==> config.mk <==
export PLATFORM = sky130hd
export DESIGN_NAME = cond_logic
export DESIGN_NICKNAME = d
export VERILOG_FILES = /design/src/rtl/cond_logic.sv
export SDC_FILE = /design/constraint.sdc
export NUM_CORES = 1
export LEC_CHECK = 0
export CORE_UTILIZATION = 33
export CTS_CLUSTER_DIAMETER = 150
export CTS_CLUSTER_SIZE = 25
export DETAILED_ROUTE_END_ITERATION = 8
export GPL_ROUTABILITY_DRIVEN = 0
export PLACE_DENSITY = 0.73
export SLEW_MARGIN = 5
export SYNTH_ARGS = -nofsm -noshare
export SYNTH_HDL_FRONTEND = slang
export SYNTH_SLANG_ARGS = --single-unit
==> constraint.sdc <==
create_clock -name clk -period 1.7 [get_ports clk]
set_clock_uncertainty 0.15 [all_clocks]
set_input_delay 0.34 -clock clk [delete_from_list [all_inputs] [get_ports clk]]
set_output_delay 0.34 -clock clk [all_outputs]
set_load 0.03 [all_outputs]
==> src/rtl/cond_logic.sv <==
// cond_logic: condition evaluation and flag holding for the multicycle core.
// Holds the architectural N/Z/C/V flags, evaluates the instruction condition
// field against them, and gates the controller's PC / register / memory
// write requests with the latched condition result.
//
// Ports:
//   clk, reset           rising-edge clock, asynchronous active-high reset
//   cond[3:0]            instruction condition field
//   alu_n/z/c/v          ALU flag outputs for this cycle
//   flag_w[1:0]          [1] updates N,Z; [0] updates C,V
//   cond_latch           decode strobe capturing the condition result
//   pcs, reg_w, mem_w    controller write requests
//   no_write             compare-type instruction, blocks register write
//   pc_write, reg_write, mem_write  gated write enables (combinational)
//   cond_ex              latched condition-passed bit
//   flags[3:0]           held flags {N,Z,C,V}
module cond_logic (
  input  logic       clk,
  input  logic       reset,
  input  logic [3:0] cond,
  input  logic       alu_n,
  input  logic       alu_z,
  input  logic       alu_c,
  input  logic       alu_v,
  input  logic [1:0] flag_w,
  input  logic       cond_latch,
  input  logic       pcs,
  input  logic       reg_w,
  input  logic       mem_w,
  input  logic       no_write,
  output logic       pc_write,
  output logic       reg_write,
  output logic       mem_write,
  output logic       cond_ex,
  output logic [3:0] flags
);

  localparam int unsigned FLAG_W = 4;

  localparam logic [3:0] COND_EQ = 4'b0000;
  localparam logic [3:0] COND_NE = 4'b0001;
  localparam logic [3:0] COND_CS = 4'b0010;
  localparam logic [3:0] COND_CC = 4'b0011;
  localparam logic [3:0] COND_MI = 4'b0100;
  localparam logic [3:0] COND_PL = 4'b0101;
  localparam logic [3:0] COND_VS = 4'b0110;
  localparam logic [3:0] COND_VC = 4'b0111;
  localparam logic [3:0] COND_HI = 4'b1000;
  localparam logic [3:0] COND_LS = 4'b1001;
  localparam logic [3:0] COND_GE = 4'b1010;
  localparam logic [3:0] COND_LT = 4'b1011;
  localparam logic [3:0] COND_GT = 4'b1100;
  localparam logic [3:0] COND_LE = 4'b1101;
  localparam logic [3:0] COND_AL = 4'b1110;

  logic [FLAG_W-1:0] nzcv;
  logic              cond_ex_q;
  logic              cond_pass;
  logic              f_n;
  logic              f_z;
  logic              f_c;
  logic              f_v;
  logic              ge;

  assign f_n = nzcv[3];
  assign f_z = nzcv[2];
  assign f_c = nzcv[1];
  assign f_v = nzcv[0];
  assign ge  = (f_n == f_v);

  // Condition evaluation against held flags only; incoming ALU flags are
  // never forwarded. The reserved encoding 1111 falls to the default (fail).
  always_comb begin
    cond_pass = 1'b0;
    case (cond)
      COND_EQ: cond_pass = f_z;
      COND_NE: cond_pass = ~f_z;
      COND_CS: cond_pass = f_c;
      COND_CC: cond_pass = ~f_c;
      COND_MI: cond_pass = f_n;
      COND_PL: cond_pass = ~f_n;
      COND_VS: cond_pass = f_v;
      COND_VC: cond_pass = ~f_v;
      COND_HI: cond_pass = f_c & ~f_z;
      COND_LS: cond_pass = ~f_c | f_z;
      COND_GE: cond_pass = ge;
      COND_LT: cond_pass = ~ge;
      COND_GT: cond_pass = ~f_z & ge;
      COND_LE: cond_pass = f_z | ~ge;
      COND_AL: cond_pass = 1'b1;
      default: cond_pass = 1'b0;
    endcase
  end

  // Condition result register, captured on the decode strobe.
  always_ff @(posedge clk or posedge reset) begin
    if (reset) begin
      cond_ex_q <= 1'b0;
    end else if (cond_latch) begin
      cond_ex_q <= cond_pass;
    end
  end

  // Flag register; writes are qualified by the pre-edge condition result,
  // i.e. the instruction currently executing, not one being latched now.
  always_ff @(posedge clk or posedge reset) begin
    if (reset) begin
      nzcv <= '0;
    end else if (cond_ex_q) begin
      if (flag_w[1]) begin
        nzcv[3] <= alu_n;
        nzcv[2] <= alu_z;
      end
      if (flag_w[0]) begin
        nzcv[1] <= alu_c;
        nzcv[0] <= alu_v;
      end
    end
  end

  // Write gating straight from registered state, no extra stage.
  assign pc_write  = pcs & cond_ex_q;
  assign reg_write = reg_w & cond_ex_q & ~no_write;
  assign mem_write = mem_w & cond_ex_q;
  assign cond_ex   = cond_ex_q;
  assign flags     = nzcv;

endmodule

After elaboration in Yosys (flattened, before gate mapping):

Cells that the tools add are included.

* register bits after elaboration: 5
* input bits: 17
* output and inout bits: 8
* logic and storage cells: 36

* equality and inequality tests: 15
* muxes and demuxes: 1
* bitwise gates (word level): 14
* reductions and logical operators: 3

Operators with widths (count)
* 4-bit == test, second input constant: 7
* 4-bit by 3-bit == test with 1-bit output, second input constant: 4
* 1-bit case mux with 15 select lines: 1
* 4-bit by 2-bit == test with 1-bit output, second input constant: 2
* 1-bit bitwise AND: 6
* 1-bit NOT: 6
* 4-bit by 1-bit == test with 1-bit output, second input constant: 1
* 4-bit zero test: 1
* 2-bit AND reduction: 2
* 1-bit OR: 2
* 1-bit == test: 1

Longest topological paths before layout:

* depth after elaboration: 4
* depth in mapped cells: 5
* depth with buffers taken out: 4

Least setup slack after synthesis:

Ideal clock, no wire load.

* path type: register -> register
* from: register nzcv[3] (netlist: flags[3])
* to: register cond_ex_q (netlist: cond_ex)
* library setup time: 0.135 ns
* data arrival time: 1.277 ns
* required time: 1.415 ns
* slack: 0.137 ns
* cell stages (with the launch flop): 5
* path buffers: 0
* clock period less this slack: 1.563 ns
* cells stage by stage: dfrtp_1 -> xor2_1 -> and3_1 -> o311ai_1 -> a31oi_1

* cells in the longest elaborated chain, start to end: 4
* elaborated cells between the ends (all ways): 6
* those cells by class: eq/ne (1); mux (1); bitwise (4)

RTL lines
* start, declared: line 56 `logic [FLAG_W-1:0] nzcv;`
* start signal, assigned: line 111 `nzcv[3] <= alu_n;`
* 1-bit == test: line 69 `assign ge = (f_n == f_v);`
* 1-bit NOT: line 87, 89
* 1-bit OR: line 89 `COND_LE: cond_pass = f_z | ~ge;`
* 1-bit case mux with 15 select lines (*): line 75 `case (cond)`
* end signal, assigned: line 100 `cond_ex_q <= cond_pass;`
* end, declared: line 57 `logic cond_ex_q;`

Every way passes the cells marked *; elsewhere a longest branch is shown, timed or not.
A chain may end at the register's enable or synchronous reset.

Worst setup path in the final report:

* from: input port reg_w
* to: output port reg_write

* cells in the longest elaborated chain, start to end: 2

RTL lines
* start, declared: line 28 `input logic reg_w,`
* 1-bit bitwise AND (2 in series): line 123 `assign reg_write = reg_w & cond_ex_q & ~no_write;`
* end, declared: line 32 `output logic reg_write,`

Every way passes these cells.

==> impl_results.md <==
- Synth cell types: 32
- Endpoint type of the worst setup path: primary output
- Post-CTS Setup Bufs: 0
- Cell row count: 13
- Total Routing Usage GR: 17.00%
- Synthesized Nets: 67
- Core area: 1301 um2
- Port Buffers: 24
- Die footprint: 1557 um2
- Final WL: 1152 um
- Commonest cells in the netlist: dfrtp_1, mux2_1, nand2_1
- HPWL after detailed placement: 897.2 um
- Synth Warn #: 0
- Critical path startpoint category: input pin
- Post-route DRC: 0
- Endpoints failing setup: 0
- Largest net degree at the start of global routing: 11
- First-pass GRT wire length: 1766 um
- Dpl cells: between 90 and 100
- Crit-path cells: clkdlybuf4s50_1, nand2_1, nor2_1, buf_4
- Crit path from: reg_w
- Area growth syn-to-layout: 71.89%
- Clock slew at reported path FFs: 0.04 ns
- Post-synth ARST share: 100.0%
- Initial antenna violation count: 0
- Sink Count: 5
- Max Cap Viol: 0
- Diodes inserted: 0
- TritonCTS clock tree: built
- Routed length per placed instance: 11.52 um
- Syn_area_per_cell: 9.259 um2
- Synth area leaders: dfrtp_1, mux2_1, and2_1
- Worst-Skew Late Latency: 0.24 ns
- Via/cell ratio: 4.920
- Synth Flop Type: dfrtp_1
- Clock root cell: clkbuf_4
- CP required: 1.21 ns
- Fin nets: 103
- Seq/Total Area, Yosys: 27.03%
- Post-route setup TNS: 0 ns
- Initial drt markers: 9
- Design Area, Final: 795.8 um2
- Dominant cell type by area after synthesis: dfrtp_1
- Yosys top cell area share: 27.03%
- Worst hold path type: in -> async
- RSZ-0062 raised after global routing: false
- Remaining antenna violation count: 0
- Worst Max-Slew Pin Slew: 0.3135 ns
- Endpoints failing hold: 0
- FMAX: 634.6 MHz
- CP arrival: 1.09 ns
- Chip height: 39.46 um
- I/O pins: 25
- Post-layout min period: 1.576 ns
- Syn Inst Count: 50
- Via count: 492
- Clk buf depth: 2
- LEAKAGE: 0.3692 nW
- Vias in the first global route: 424
- Max-slew violations: 0
- DP Area: 763.2 um2
- CP peak stage delay: 0.46 ns
- Final Non-Filler Cells: 100
- Die width: 39.46 um
- Number of synthesized flops with an enable pin: 0
- CTS buffer count: 3
- # fillers: approximately 130
- Count leader, synth: dfrtp_1
- PD cells: 887.7 nW/um2
- Peak supply drop: 0.5595 mV
- Status: finished, final reports clean
- # H-tree levels: 1
- Drt pass-1 iters: 4
- Cell Area, Synth: 462.9 um2
- FF+latch count, synth: 5
- R2R Path Start: flags[2]$_DFFE_PP0P_
- Layout cells sized above 1: 23.53%
- Starting density of the core: 35.58%
- Crit-path slowest cell: clkdlybuf4s50_1
- Core Util, Final: 61.15%
- Period utilization: ~90%
- Slew HR: 79.18%
- CP Max Fanout: 1
- R2r worst-path depth: 5
- Total gr overflow: 0
- Critical path class: in -> out
[per-stage QoR]
| step | total power, mW | hold slack, ns | worst slack, ns |
|---|---|---|---|
| finish | 0.7064 | 0.1427 | 0.1243 |
| global route | 0.7590 | 0.1875 | 0.09111 |
| CTS | 0.7156 | 0.1412 | 0.01795 |
| detailed placement | 0.5950 | 0.4064 | -0.3026 |
| global placement | 0.5902 | 0.4043 | -0.2744 |
| floorplan | 0.3960 | -0.03148 | 0.1375 |
[critical path, delay by kind of cell]
kind	cells	cell delay, ns
AND/OR/NAND/NOR	2	0.13
buffers and inverters	2	0.62
[cell families (layout without fill, tap and decap cells)]
group                     after synthesis  in the layout  share of synthesized area, %
muxes                                   5              5                         11.89
DFF                                     5              5                         27.03
xor gates and xnor gates                2              2                         3.784
buffers and inverters                   6             41                         8.107
AOI/OAI and AO/OA                      12             12                         20.27
and+or+nand+nor                        20             20                         28.92
[metal layers]
layer | GRT usage (%) | part of all wire [%]
met3 | 3.409 | 4.7
met1 | 21.31 | 45
met5 | 0 | 0
met2 | 27.46 | 50
met4 | 7.759 | 0.78
[report_power, final]
part	switching [mW]	total, mW	leakage (nW)	internal [mW]
Sequential	0.0262	0.177	0.0580	0.151
Clock	0.0474	0.136	0.0150	0.0887
Combinational	0.203	0.393	0.296	0.190
[state kept, by name, summed over array words and instances (netlist names)]
name     cells
flags        4
cond_ex      1
[repair_timing]
action,4_1_cts,5_1_grt
setup endpoints to repair,6,1
gates resized for setup,6,5
hold buffers,0,0
[final timing paths]
path / end / slack, ns
min in group clk: flags[3]$_DFFE_PP0P_ / 0.43
worst max register to register: cond_ex$_DFFE_PP0P_ / 0.24
max in group asynchronous: flags[0]$_DFFE_PP0P_ / 1.08
worst min-delay path: flags[3]$_DFFE_PP0P_ / 0.14
worst min register to register: flags[3]$_DFFE_PP0P_ / 0.43
worst max-delay path: reg_write / 0.12
[placed cells by master (no fill, tap or decap), types with 2 or more instances in the layout]
| cell | synthesis | layout |
|---|---|---|
| buf_4 | 2 | 13 |
| clkdlybuf4s50_1 | 0 | 12 |
| dlygate4sd2_1 | 0 | 6 |
| dfrtp_1 | 5 | 5 |
| nand2_1 | 4 | 4 |
| mux2_1 | 4 | 4 |
| and2_1 | 3 | 3 |
| inv_1 | 3 | 3 |
| clkbuf_4 | 0 | 3 |
| dlymetal6s2s_1 | 0 | 3 |
| nand2b_1 | 2 | 2 |
| a21oi_1 | 2 | 2 |
| xor2_1 | 2 | 2 |
[final cells by class]
type	instances	area [um2]	area share (%)
timing repair buffer	34	307.8	38.68
multi-input combinational	39	306.5	38.52
clock buffer	4	26.28	3.302
inverter	3	11.26	1.415
tap	15	18.77	2.358
sequential	5	125.1	15.72
Note: power is estimated with default switching activity, not from simulation.
